### config.mk
export PLATFORM = sky130hd
export DESIGN_NAME = vending_machine_param_flat
export DESIGN_NICKNAME = d
export VERILOG_FILES = /design/src/rtl/vending_machine_param_if.sv /design/src/rtl/vending_machine_param.sv /design/src/flat_wrapper.sv
export SDC_FILE = /design/constraint.sdc
export NUM_CORES = 1
export LEC_CHECK = 0
export ABC_CLOCK_PERIOD_IN_PS = 5730
export CAP_MARGIN = 20
export CORE_ASPECT_RATIO = 0.8
export CORE_UTILIZATION = 45
export CTS_CLUSTER_SIZE = 8
export DETAILED_ROUTE_END_ITERATION = 8
export GPL_ROUTABILITY_DRIVEN = 0
export PLACE_DENSITY = 0.64
export SLEW_MARGIN = 5
export SYNTH_ARGS = -nofsm -noshare
export SYNTH_HDL_FRONTEND = slang
export SYNTH_SLANG_ARGS = --single-unit
export TNS_END_PERCENT = 100
### constraint.sdc
create_clock -name clk -period 5.73 [get_ports clk]
set_input_delay 1.4325 -clock clk [delete_from_list [all_inputs] [get_ports clk]]
set_output_delay 1.4325 -clock clk [all_outputs]
set_load 0.03 [all_outputs]
### src/rtl/vending_machine_param_if.sv
// Bundle of coin/button inputs and dispenser/hopper outputs shared by the
// front-end debouncers, the vending controller and the dispenser drivers.
interface vending_machine_param_if #(
    parameter int N_ITEMS = 4,
    parameter int MONEY_W = 12
);
    // Protocol: inputs are debounced levels and only their rising edges act.
    // There is no back-pressure; edges that arrive while busy are rejected
    // (coins) or ignored (buy/coin_return). Outputs other than money, busy,
    // out_of_stock and state are one-cycle pulses.
    logic               quarter;
    logic               dollar;
    logic [N_ITEMS-1:0] select;
    logic               buy;
    logic               coin_return;
    logic [N_ITEMS-1:0] load;
    logic [MONEY_W-1:0] money;
    logic [N_ITEMS-1:0] products;
    logic [N_ITEMS-1:0] out_of_stock;
    logic               change_quarter;
    logic               busy;
    logic               vend_fail;
    logic               coin_reject;
    logic [1:0]         state;

    modport master (
        output quarter, dollar, select, buy, coin_return, load,
        input  money, products, out_of_stock, change_quarter, busy,
               vend_fail, coin_reject, state
    );

    modport slave (
        input  quarter, dollar, select, buy, coin_return, load,
        output money, products, out_of_stock, change_quarter, busy,
               vend_fail, coin_reject, state
    );
endinterface

### src/rtl/vending_machine_param.sv
// Multi-tray vending controller: coin credit with ceiling, per-tray stock with
// refill, single-cycle vend and quarter-by-quarter change payout.
module vending_machine_param #(
    parameter int                         N_ITEMS    = 4,
    parameter int                         STOCK_W    = 4,
    parameter int                         MONEY_W    = 12,
    parameter logic [N_ITEMS*MONEY_W-1:0] PRICES     = {12'd200, 12'd150, 12'd75, 12'd25},
    parameter int                         MAX_CREDIT = 1000
) (
    input logic                    clk,
    input logic                    reset,
    vending_machine_param_if.slave bus
);
    localparam int IDX_W = (N_ITEMS > 1) ? $clog2(N_ITEMS) : 1;
    localparam logic [STOCK_W-1:0] FULL    = '1;
    localparam logic [MONEY_W-1:0] QUARTER = MONEY_W'(25);
    localparam logic [MONEY_W:0]   Q_VAL   = (MONEY_W + 1)'(25);
    localparam logic [MONEY_W:0]   D_VAL   = (MONEY_W + 1)'(100);
    localparam logic [MONEY_W:0]   MAX_SUM = (MONEY_W + 1)'(MAX_CREDIT);

    typedef enum logic [1:0] {
        IDLE   = 2'd0,
        VEND   = 2'd1,
        CHANGE = 2'd2
    } state_t;

    state_t             state_q, state_d;
    logic               quarter_prev, dollar_prev, buy_prev, coin_return_prev;
    logic               quarter_edge, dollar_edge, buy_edge, coin_return_edge, coin_edge;
    logic [MONEY_W-1:0] money_q, money_d;
    logic [IDX_W-1:0]   idx_q, idx_d, sel_idx;
    logic               sel_onehot, buy_ok;
    logic [MONEY_W:0]   coin_value, credit_sum;
    logic [N_ITEMS-1:0] products_q, products_d;
    logic [N_ITEMS-1:0] oos_q;
    logic               change_quarter_q, change_quarter_d;
    logic               vend_fail_q, vend_fail_d;
    logic               coin_reject_q, coin_reject_d;
    logic [STOCK_W-1:0] stock_q [N_ITEMS];

    function automatic logic [MONEY_W-1:0] price_of(input logic [IDX_W-1:0] idx);
        price_of = PRICES[int'(idx)*MONEY_W +: MONEY_W];
    endfunction

    assign quarter_edge     = bus.quarter & ~quarter_prev;
    assign dollar_edge      = bus.dollar & ~dollar_prev;
    assign buy_edge         = bus.buy & ~buy_prev;
    assign coin_return_edge = bus.coin_return & ~coin_return_prev;
    assign coin_edge        = quarter_edge | dollar_edge;
    assign coin_value       = (quarter_edge ? Q_VAL : '0) + (dollar_edge ? D_VAL : '0);

    always_comb begin
        sel_idx = '0;
        for (int i = 0; i < N_ITEMS; i++) begin
            if (bus.select[i]) sel_idx = IDX_W'(i);
        end
    end

    assign sel_onehot = (bus.select != '0) && ((bus.select & (bus.select - 1'b1)) == '0);
    // Price check uses credit before any coin landing in the same cycle.
    assign buy_ok     = sel_onehot && (stock_q[sel_idx] != '0) && (money_q >= price_of(sel_idx));

    // State register
    always_ff @(posedge clk or posedge reset) begin
        if (reset) state_q <= IDLE;
        else       state_q <= state_d;
    end

    // Next-state logic; a buy edge always wins over coin_return
    always_comb begin
        state_d = state_q;
        case (state_q)
            IDLE: begin
                if (buy_edge) begin
                    if (buy_ok) state_d = VEND;
                end else if (coin_return_edge && (money_q != '0)) begin
                    state_d = CHANGE;
                end
            end
            VEND:    state_d = IDLE;
            CHANGE:  if (money_q <= QUARTER) state_d = IDLE;
            default: state_d = IDLE;
        endcase
    end

    // Output / datapath next values
    always_comb begin
        money_d          = money_q;
        idx_d            = idx_q;
        products_d       = '0;
        change_quarter_d = 1'b0;
        vend_fail_d      = 1'b0;
        coin_reject_d    = 1'b0;
        credit_sum       = {1'b0, money_q} + coin_value;
        case (state_q)
            IDLE: begin
                if (coin_value != '0) begin
                    if (credit_sum <= MAX_SUM) money_d = credit_sum[MONEY_W-1:0];
                    else                       coin_reject_d = 1'b1;
                end
                if (buy_edge) begin
                    if (buy_ok) idx_d = sel_idx;
                    else        vend_fail_d = 1'b1;
                end
            end
            VEND: begin
                coin_reject_d       = coin_edge;
                products_d[idx_q]   = 1'b1;
                money_d = (money_q >= price_of(idx_q)) ? money_q - price_of(idx_q) : '0;
            end
            CHANGE: begin
                coin_reject_d = coin_edge;
                if (money_q >= QUARTER) begin
                    money_d          = money_q - QUARTER;
                    change_quarter_d = 1'b1;
                end else begin
                    money_d = '0;
                end
            end
            default: ;
        endcase
    end

    always_ff @(posedge clk or posedge reset) begin
        if (reset) begin
            quarter_prev     <= 1'b0;
            dollar_prev      <= 1'b0;
            buy_prev         <= 1'b0;
            coin_return_prev <= 1'b0;
            money_q          <= '0;
            idx_q            <= '0;
            products_q       <= '0;
            change_quarter_q <= 1'b0;
            vend_fail_q      <= 1'b0;
            coin_reject_q    <= 1'b0;
            oos_q            <= '0;
        end else begin
            quarter_prev     <= bus.quarter;
            dollar_prev      <= bus.dollar;
            buy_prev         <= bus.buy;
            coin_return_prev <= bus.coin_return;
            money_q          <= money_d;
            idx_q            <= idx_d;
            products_q       <= products_d;
            change_quarter_q <= change_quarter_d;
            vend_fail_q      <= vend_fail_d;
            coin_reject_q    <= coin_reject_d;
            for (int i = 0; i < N_ITEMS; i++) oos_q[i] <= (stock_q[i] == '0);
        end
    end

    // Refill beats a same-cycle vend decrement of the same tray
    always_ff @(posedge clk or posedge reset) begin
        if (reset) begin
            for (int i = 0; i < N_ITEMS; i++) stock_q[i] <= FULL;
        end else begin
            for (int i = 0; i < N_ITEMS; i++) begin
                if (bus.load[i])
                    stock_q[i] <= FULL;
                else if ((state_q == VEND) && (idx_q == IDX_W'(i)) && (stock_q[i] != '0))
                    stock_q[i] <= stock_q[i] - 1'b1;
            end
        end
    end

    assign bus.money          = money_q;
    assign bus.products       = products_q;
    assign bus.out_of_stock   = oos_q;
    assign bus.change_quarter = change_quarter_q;
    assign bus.vend_fail      = vend_fail_q;
    assign bus.coin_reject    = coin_reject_q;
    assign bus.busy           = (state_q != IDLE);
    assign bus.state          = state_q;
endmodule

### src/flat_wrapper.sv
// flat-port wrapper written by rule: the top's interface ports become plain ports
module vending_machine_param_flat 
#(
    parameter int                         N_ITEMS    = 4,
    parameter int                         STOCK_W    = 4,
    parameter int                         MONEY_W    = 12,
    parameter logic [N_ITEMS*MONEY_W-1:0] PRICES     = {12'd200, 12'd150, 12'd75, 12'd25},
    parameter int                         MAX_CREDIT = 1000
)
  (clk, reset, bus_quarter, bus_dollar, bus_select, bus_buy, bus_coin_return, bus_load, bus_money, bus_products, bus_out_of_stock, bus_change_quarter, bus_busy, bus_vend_fail, bus_coin_reject, bus_state);
  vending_machine_param_if #(.N_ITEMS(N_ITEMS), .MONEY_W(MONEY_W)) bus_i ();
  input logic clk;
  input logic reset;
  input wire logic [$bits(bus_i.quarter)-1:0] bus_quarter;
  input wire logic [$bits(bus_i.dollar)-1:0] bus_dollar;
  input wire logic [$bits(bus_i.select)-1:0] bus_select;
  input wire logic [$bits(bus_i.buy)-1:0] bus_buy;
  input wire logic [$bits(bus_i.coin_return)-1:0] bus_coin_return;
  input wire logic [$bits(bus_i.load)-1:0] bus_load;
  output wire logic [$bits(bus_i.money)-1:0] bus_money;
  output wire logic [$bits(bus_i.products)-1:0] bus_products;
  output wire logic [$bits(bus_i.out_of_stock)-1:0] bus_out_of_stock;
  output wire logic [$bits(bus_i.change_quarter)-1:0] bus_change_quarter;
  output wire logic [$bits(bus_i.busy)-1:0] bus_busy;
  output wire logic [$bits(bus_i.vend_fail)-1:0] bus_vend_fail;
  output wire logic [$bits(bus_i.coin_reject)-1:0] bus_coin_reject;
  output wire logic [$bits(bus_i.state)-1:0] bus_state;
  assign bus_i.quarter = bus_quarter;
  assign bus_i.dollar = bus_dollar;
  assign bus_i.select = bus_select;
  assign bus_i.buy = bus_buy;
  assign bus_i.coin_return = bus_coin_return;
  assign bus_i.load = bus_load;
  assign bus_money = bus_i.money;
  assign bus_products = bus_i.products;
  assign bus_out_of_stock = bus_i.out_of_stock;
  assign bus_change_quarter = bus_i.change_quarter;
  assign bus_busy = bus_i.busy;
  assign bus_vend_fail = bus_i.vend_fail;
  assign bus_coin_reject = bus_i.coin_reject;
  assign bus_state = bus_i.state;
  vending_machine_param #(.N_ITEMS(N_ITEMS), .STOCK_W(STOCK_W), .MONEY_W(MONEY_W), .PRICES(PRICES), .MAX_CREDIT(MAX_CREDIT)) u_core (.clk(clk), .reset(reset), .bus(bus_i));
endmodule
==> impl_metrics.toml, run 1 <==
[sta]
rsz0062_at_grt = "false"
maxSlewViolCount = 0
tightest_slew_ps = 923
fmax_mhz = 206
finalCritPeriodShare_pct = 84.5
slew_headroom_pct = 38.5
fin_setup_tns_ps = 0
setup_viol = 0
min_period_ps = 4840
hold_violations = 0
finClkSkew_ps = 11.4

[synth]
synthArstFlopShare_pct = 100
synth_top_area_share_pct = 20.0
yosys_warnings = 0
synth_compound_area_share_pct = 22.2
synthFlopType = "dfrtp_1"
netlist.top_cell.by_area = "dfrtp_1"
synth_top_family_by_area = "simple AND/OR/NAND/NOR gates"
yosys-mux-area-fraction_pct = 0.808
synth_seq_area_share_pct = 30.9
synth_edf_count = 0
synthAdderAreaFrac_pct = 11.4
ys_seq_elements = 47
synth_area_per_cell_sq_um = 8.53
synth_area_leaders = "dfrtp_1, dfstp_2, ha_1"
syn_area_sq_mm = 0.00387
ys_types = 69
syn_nets = 501
synthCells = 454
synthSimpleGateAreaFrac_pct = 23.0
synth_xor_area_share_pct = 5.40

[setup_path]
path_max_fanout = 26
r2r_slack_ps = 1780
reg2reg_depth = 12
timing.rr.start = "u_core.bus.money[0]"
worstReg2RegEnd = "u_core.bus.money[9]"
cp.arrival_ps = 5070
crit_path_end_kind = "flop"
cp.required_ps = 5960
critPathKind = "in2reg"
cp-start-kind = "input pin"

[placed_design]
numPortBuffers = 39
postPlaceCellArea_sq_mm = 0.00430
dp_hpwl_mm = 6.95

[floorplan]
die_x_um = 106
die_area_sq_mm = 0.00898
rows = 29
initial_core_util_pct = 47.6
ios = 40
core_area_sq_mm = 0.00813
die_h_um = 85.0

[detailed_routing]
wl_mm = 9.53
drt-vias-per-instance = 5.87
drc_errors = 0
ant_nets = 0
vias = 3463
firstDrtPassIters = 5
drt-wirelength-per-cell_um = 16.2
drt_iter0_drc = 285

[cts]
cts_buffers = 5
cts_buffer_depth = 2
cts_tree = "built"
clkLatencyLatePin_ps = 310
clock_sinks = 47
cts.reportedPaths.clkPinSlew_ps = 100
post-cts-setup-buffers = 0
cts_resized = 0
cts_root_buffer = "clkbuf_8"
htreeDepth = 2
cts_hold_buf = 0

[global_route]
grt_antenna_before_repair = 0
grt_pass1_vias = 3007
grt_max_degree = 48
grt_usage_pct = 21.4
grt-ovfl-total = 0
grt_pass1_wl_mm = 15.4

[cells_and_area]
diodes = 0
fin_nets = 528
fillers = 767
drive_above_1_share_pct = 8.92
post-route-cell-area_sq_mm = 0.00445
area_growth_pct = 14.9

[pwr]
p_per_area_mw_per_mm2 = 522
ir_drop_mv = 0.417
cellLeakagePower_nw = 1.88

[worst_hold_path]
whs_path_depth = 2
min_path_type = "reg2reg"
hp-start = "u_core.stock_q[11]"
hold_path_end = "u_core.stock_q[10]"

[job]
cap_violations = 0

[status]
outcome = "completed"
==> layout make-up <==
type                       instances  area [sq um]  share of cell area (%)
clock inverter                     1          30.0                   0.675
clock buffer                       7          97.6                    2.19
tap                              108           135                    3.04
inverter                          29           109                    2.45
multi-input combinational        353          2430                    54.7
timing repair buffer              45           448                    10.1
sequential                        47          1200                    26.9
==> logic make-up after synthesis <==
kind of cell | count (synthesis)
and+or+nand+nor | 167
AOI/OAI and AO/OA | 125
buffers and inverters | 54
DFF | 47
adders and majority gates | 35
xor gates and xnor gates | 23
muxes | 3
==> sequential cells by signal, indices dropped and copies added (netlist names) <==
name and cells:
u_core.bus.out_of_stock 4, u_core.coin_return_prev 1, u_core.bus.money 12, u_core.dollar_prev 1, u_core.bus.coin_reject 1, u_core.bus.products 4, u_core.bus.state 2, u_core.stock_q 16
u_core.bus.vend_fail 1, u_core.buy_prev 1, u_core.bus.change_quarter 1, u_core.quarter_prev 1, u_core.idx_q 2
==> routing by layer <==
| metal | share of wire, % | track usage [%] | up-vias |
|---|---|---|---|
| li1 | - | - | 1688 |
| met1 | 51 | 34.3 | 1631 |
| met2 | 42 | 30.7 | 137 |
| met3 | 6.4 | 3.23 | 7 |
| met4 | 0.46 | 3.16 | 0 |
| met5 | 0 | 0 | - |
==> worst max-delay path: stages <==
cell and delay [ps]:
clkdlybuf4s50_1 450, nand2b_1 120, nor2_1 50, ha_1 320, nor3b_1 230, a21oi_1 80, and4_1 200, a211oi_1 400
xor2_1 110, or4_1 580, o21a_1 540, a31o_1 360, a211oi_2 210
==> report_power, final <==
group / leakage, nW / internal [W] / switching (W) / total [W]
registers: 0.561 / 0.000407 / 0.000194 / 0.000602
clock network: 0.0636 / 0.000157 / 0.000123 / 0.000280
logic: 1.26 / 0.000600 / 0.000839 / 0.00144
==> synth_stat cells, types with 11 or more instances <==
library cell,instances
nor3_1,13
nand2_1,27
a21oi_1,26
ha_1,32
dfrtp_1,31
nor2_1,40
buf_2,11
inv_1,29
nand2b_1,22
xnor2_1,18
dfstp_2,16
o21ai_0,24
==> worst max path at each step <==
stage / slack [ps] / endpoint / depth (start not counted) / startpoint
after detailed placement: 630 / u_core.bus.money[9] / 13 / bus_quarter
after CTS: 930 / u_core.bus.money[9] / 13 / bus_quarter
after floorplan: 1450 / u_core.bus.money[10] / 15 / bus_quarter
after global placement: 740 / u_core.bus.money[9] / 13 / bus_quarter
final: 890 / u_core.bus.money[9] / 13 / bus_quarter
after global routing: 600 / u_core.bus.money[9] / 13 / bus_quarter
==> per-stage QoR <==
step | total power (W) | hold slack [ps] | util (%) | worst slack (ps) | std cells
floorplan | 0.00165 | 489 | - | 1450 | 454
global placement | 0.00200 | 498 | 52.9 | 739 | 581
detailed placement | 0.00202 | 516 | 52.9 | 630 | 581
CTS | 0.00231 | 531 | 54.5 | 926 | 589
global route | 0.00250 | 545 | 54.7 | 603 | 590
finish | 0.00232 | 526 | 54.7 | 886 | 590
==> cell usage in the layout (no fill, tap or decap), drive strengths merged, types with 3 or more instances in the layout <==
cell type,count
a211o,9
a211oi,6
a21o,6
a21oi,26
a31o,3
a31oi,8
and2,10
and4,3
buf,6
clkbuf,7
clkdlybuf4s50,39
dfrtp,31
dfstp,16
ha,32
inv,29
nand2,27
nand2b,22
nand3,7
nand3b,3
nand4,5
nor2,41
nor2b,8
nor3,13
nor3b,9
nor4,9
o2111ai,3
o211ai,5
o21a,5
o21ai,24
o221ai,5
o22ai,3
o31ai,5
or2,3
xnor2,18
xor2,5
(Power assumes the default switching activity.)
==> run 2, diff against run 1 <==
--- a/config.mk
+++ b/config.mk
@@ -5,7 +5,7 @@
 export SDC_FILE = /design/constraint.sdc
 export NUM_CORES = 1
 export LEC_CHECK = 0
-export ABC_CLOCK_PERIOD_IN_PS = 5730
+export ABC_CLOCK_PERIOD_IN_PS = 4800
 export CAP_MARGIN = 20
 export CORE_ASPECT_RATIO = 0.8
 export CORE_UTILIZATION = 45
==> constraint.sdc (replaced) <==
create_clock -name clk -period 4.8 [get_ports clk]
set_input_delay 1.2 -clock clk [delete_from_list [all_inputs] [get_ports clk]]
set_output_delay 1.2 -clock clk [all_outputs]
set_load 0.03 [all_outputs]
==> run 2 against run 1 <==
Routed wire length down 0.50%. Final area is 0.62% higher. Clock skew down 2.9 ps. Sequential power grew 20%. Setup slack worse by 470 ps. Sequential share of layout area decreased by 0.17 points. Hold slack worse by 9.1 ps. Combinational power increased by 21%. Die area unchanged. Cell count up 0.51%. First-iteration DRC count is 1.1% lower. Power rose by 21%. Critical endpoint is now u_core.bus.money[3]. Largest power group unchanged. Highest routed layer unchanged.
==> impl_metrics.toml, run 2 (same netlist as run 1, synthesis figures left out) <==
[status]
outcome = "completed"

[setup_path]
path_max_fanout = 12
cp-start-kind = "input pin"
r2r_slack_ps = 1060
timing.rr.start = "u_core.bus.money[0]"
reg2reg_depth = 12
crit_path_end_kind = "flop"
worstReg2RegEnd = "u_core.bus.money[3]"
cp.arrival_ps = 4590
critPathKind = "in2reg"
cp.required_ps = 5000

[job]
cap_violations = 0

[sta]
setup_viol = 0
tightest_slew_ps = 932
fin_setup_tns_ps = 0
setup_ws_ps = 412
rsz0062_at_grt = "false"
fmax_mhz = 228
finClkSkew_ps = 8.51
timing.hold.ws_ps = 517
finalCritPeriodShare_pct = 91.4
slew_headroom_pct = 37.9
maxSlewViolCount = 0
min_period_ps = 4390
hold_violations = 0

[pwr]
p_clk_share_pct = 12.5
p_switching_w = 0.00138
ir_drop_mv = 0.325
power_report.internal_total_w = 0.00143
p_per_area_mw_per_mm2 = 627
p_sw_share_pct = 49.1
power_frac_comb_pct = 61.8
cellLeakagePower_nw = 1.90
seqPwrFrac_pct = 25.7

[cells_and_area]
largest_reg_flops = 16
fin_util_pct = 55.1
fin_nets = 531
area_growth_pct = 15.6
diodes = 0
layout_common_cells = "nor2_1, clkdlybuf4s50_1, ha_1"
final_cells = 593
layout_commonest_cell = "nor2_1"
drive_above_1_share_pct = 9.48
largest-register = "u_core.stock_q"

[global_route]
grt_antenna_before_repair = 0
grt_usage_pct = 22.2
grt_pass1_wl_mm = 16.0
grt_pass1_vias = 3205
grt-ovfl-total = 0
grt_max_degree = 48

[cts]
cts.reportedPaths.clkPinSlew_ps = 90
cts_buffers = 5
htreeDepth = 2
clkLatencyLatePin_ps = 310
cts_root_buffer = "clkbuf_8"
cts_buffer_depth = 2
cts_resized = 0
clock_sinks = 47
cts_hold_buf = 0
post-cts-setup-buffers = 0
cts_tree = "built"

[detailed_routing]
met1_length_mm = 4.91
vias = 3443
drt_iter0_drc = 282
wl_mm = 9.48
drt-wirelength-per-cell_um = 16.0
route.met2.wl_mm = 3.97
top_layer = "met4"
firstDrtPassIters = 4
drc_errors = 0
wl_met3_um = 533
drt-vias-per-instance = 5.81
ant_nets = 0

[worst_hold_path]
min_path_type = "reg2reg"
hp-start = "u_core.stock_q[15]"
whs_path_depth = 2
hold_path_end = "u_core.stock_q[14]"

[floorplan]
die_h_um = 85.0
die_x_um = 106
initial_core_util_pct = 47.6
ios = 40
rows = 29
die_area_sq_mm = 0.00898
core_area_sq_mm = 0.00813

[placed_design]
numPortBuffers = 39
dp_hpwl_mm = 6.89
dpl_worst_slack_ps = 141
dp.cells = 584
==> run 2: changes by cell type in the layout (fill, tap and decap cells not counted) <==
cell,change
buf_4,+3
bufinv_16,+1
clkbuf_16,-1
==> run 2: final cells by class <==
cell class                      count  area [sq um]
Clock buffer                        6          72.6
Clock inverter                      2          60.1
Fill cell                         736          3650
Inverter                           29           109
Multi-Input combinational cell    353          2430
Sequential cell                    47          1200
Tap cell                          108           135
Timing Repair Buffer               48           470
==> run 2: worst max-delay path by stage <==
stage | from | end | slack, ps | depth (start not counted)
after floorplan | bus_quarter | u_core.bus.money[10] | 750 | 15
after global placement | bus_select[2] | u_core.bus.state[0] | 270 | 12
after detailed placement | bus_quarter | u_core.bus.money[5] | 140 | 14
after CTS | bus_quarter | u_core.bus.money[5] | 450 | 14
after global routing | bus_quarter | u_core.bus.money[5] | 180 | 14
final | bus_quarter | u_core.bus.money[3] | 410 | 13
==> run 2: per-stage QoR <==
step	power [W]	area, sq um
6_report	0.00281	4480
5_1_grt	0.00304	4480
4_1_cts	0.00280	4460
3_5_place_dp	0.00243	4320
3_3_place_gp	0.00241	4320
2_1_floorplan	0.00197	3870
==> run 2: worst max-delay path: stages <==
cell             delay, ps
clkdlybuf4s50_1        450
nand2b_1               120
nor2_1                  50
ha_1                   310
nor3b_1                240
a21oi_1                 80
and4_1                 210
a211oi_1               360
xor2_1                 110
or4_1                  580
o21a_1                 360
buf_4                  240
mux2_2                 270
==> run 2: metal layers <==
| metal | vias to the layer above | GRT usage, % |
|---|---|---|
| li1 | 1700 | - |
| met1 | 1633 | 33.2 |
| met2 | 103 | 33.3 |
| met3 | 7 | 4.45 |
| met4 | 0 | 3.91 |
| met5 | - | 0 |
==> run 2: power by group through the flow <==
stage	registers [W]	clock network (W)	logic (W)
3_5_place_dp	0.000723	0	0.00171
5_1_grt	0.000745	0.000378	0.00192
6_report	0.000721	0.000352	0.00174
2_1_floorplan	0.000706	0	0.00126
4_1_cts	0.000716	0.000365	0.00172
3_3_place_gp	0.000721	0	0.00169
==> run 3, diff against run 2 <==
--- a/config.mk
+++ b/config.mk
@@ -11,8 +11,9 @@
 export CORE_UTILIZATION = 45
 export CTS_CLUSTER_SIZE = 8
 export DETAILED_ROUTE_END_ITERATION = 8
+export DONT_BUFFER_PORTS = 1
 export GPL_ROUTABILITY_DRIVEN = 0
-export PLACE_DENSITY = 0.64
+export PLACE_DENSITY = 0.58
 export SLEW_MARGIN = 5
 export SYNTH_ARGS = -nofsm -noshare
 export SYNTH_HDL_FRONTEND = slang
==> run 3 against run 2 <==
Routed wire length shrank 2.8%. Sequential power grew 10%. Power shrank 5.5%. Non-clock buffer count shrank 41. Critical endpoint is now u_core.bus.money[9]. Largest power group unchanged.
==> impl_metrics.toml, run 3 (same netlist as run 1, synthesis figures left out) <==
[status]
outcome = "completed"

[cells_and_area]
layout_common_cells = "nor2_1, ha_1, dfrtp_1"
diodes = 0
fin_nets = 490
largest_reg_flops = 16
final_cells = 552
drive_above_1_share_pct = 9.91
area_growth_pct = 5.14
largest-register = "u_core.stock_q"
layout_commonest_cell = "nor2_1"

[cts]
cts_hold_buf = 0
post-cts-setup-buffers = 0
cts_resized = 0
clkLatencyLatePin_ps = 310
cts_buffer_depth = 2
clock_sinks = 47
cts_root_buffer = "clkbuf_8"
cts_tree = "built"
cts.reportedPaths.clkPinSlew_ps = 90
htreeDepth = 2
cts_buffers = 5

[placed_design]
dp_hpwl_mm = 6.91
dp.cells = 543
numPortBuffers = 0

[detailed_routing]
firstDrtPassIters = 5
drt_iter0_drc = 285
vias = 3337
drc_errors = 0
ant_nets = 0
drt-wirelength-per-cell_um = 16.7
wl_mm = 9.21
drt-vias-per-instance = 6.05

[setup_path]
cp.arrival_ps = 4360
crit_path_end_kind = "flop"
critPathLaunch = "bus_quarter"
critPathKind = "in2reg"
cp_cell_sequence = "nand2b_1, nor2_1, ha_1, nor3b_1, a21oi_1, and4_1, a211oi_1, xor2_1, or4_1, o21a_1, a31o_1, a211oi_2"
max_stage_delay_ps = 590
slowest_stage = "or4_1"
timing.rr.start = "u_core.bus.money[1]"
path_max_fanout = 26
cp.required_ps = 5030
cp-start-kind = "input pin"

[pwr]
ir_drop_mv = 0.390
cellLeakagePower_nw = 1.74
p_per_area_mw_per_mm2 = 652
totalPowerFinal_w = 0.00265

[worst_hold_path]
min_path_type = "reg2reg"
hp-start = "u_core.stock_q[11]"

[floorplan]
die_area_sq_mm = 0.00898
die_h_um = 85.0
die_x_um = 106
core_area_sq_mm = 0.00813
ios = 40
rows = 29
initial_core_util_pct = 47.6

[global_route]
grt-ovfl-total = 0
grt_usage_pct = 22.1
grt_pass1_vias = 3160
grt_max_degree = 48
grt_pass1_wl_mm = 15.8
grt_antenna_before_repair = 0

[sta]
finClkSkew_ps = 7.24
timing.hold.ws_ps = 526
fin_setup_tns_ps = 0
slew_headroom_pct = 37.0
min_period_ps = 4130
rsz0062_at_grt = "false"
setup_viol = 0
maxSlewViolCount = 0
finalCritPeriodShare_pct = 86.0
hold_violations = 0
fmax_mhz = 242
tightest_slew_ps = 945

[job]
cap_violations = 0
run 3: cell count changes in the layout (fill, tap and decap cells not counted):
cell,change
clkdlybuf4s50_1,-39
buf_4,-2
run 3: layout make-up:
class,count,area (sq um)
Multi-Input combinational cell,353,2430
Timing Repair Buffer,7,65.1
Fill cell,778,4060
Clock inverter,2,60.1
Inverter,29,109
Sequential cell,47,1200
Clock buffer,6,72.6
Tap cell,108,135
run 3: final timing paths:
check	cells past startpoint	slack (ps)	to
min in group asynchronous	1	680	u_core.bus.out_of_stock[3]
worst min-delay path	2	530	u_core.stock_q[10]
worst max-delay path	12	670	u_core.bus.money[9]
worst max register to register	10	970	u_core.bus.money[9]
max in group asynchronous	2	3570	u_core.stock_q[14]
worst min register to register	2	530	u_core.stock_q[10]
run 3: stage by stage:
step | setup slack [ps] | util (%) | instance area [sq um]
finish | 674 | 50.1 | 4070
CTS | 674 | 49.8 | 4050
global placement | 503 | 48.2 | 3920
global route | 449 | 50.1 | 4070
floorplan | 755 | - | 3870
detailed placement | 381 | 48.2 | 3920
run 3: report_power, final:
group          leakage [nW]  switching (W)  total [W]  internal, W
combinational          1.12       0.000906    0.00151     0.000606
sequential            0.561       0.000308   0.000793     0.000485
clock                0.0654       0.000142   0.000350     0.000208
total                  1.74        0.00136    0.00265      0.00130
run 3: routing by layer:
| metal | part of all wire [%] | track usage (%) | up-vias |
|---|---|---|---|
| met1 | 50 | 33.2 | 1611 |
| met5 | 0 | 0 | - |
| li1 | - | - | 1610 |
| met3 | 7.4 | 5.99 | 7 |
| met4 | 0.62 | 4.04 | 0 |
| met2 | 42 | 31.8 | 109 |
run 3: worst max-delay path, delay by kind of cell:
family          cells  cell delay, ps
fa+ha+maj           1             310
xor+xnor            1             110
compound gates      5            1590
simple gates        5            1150
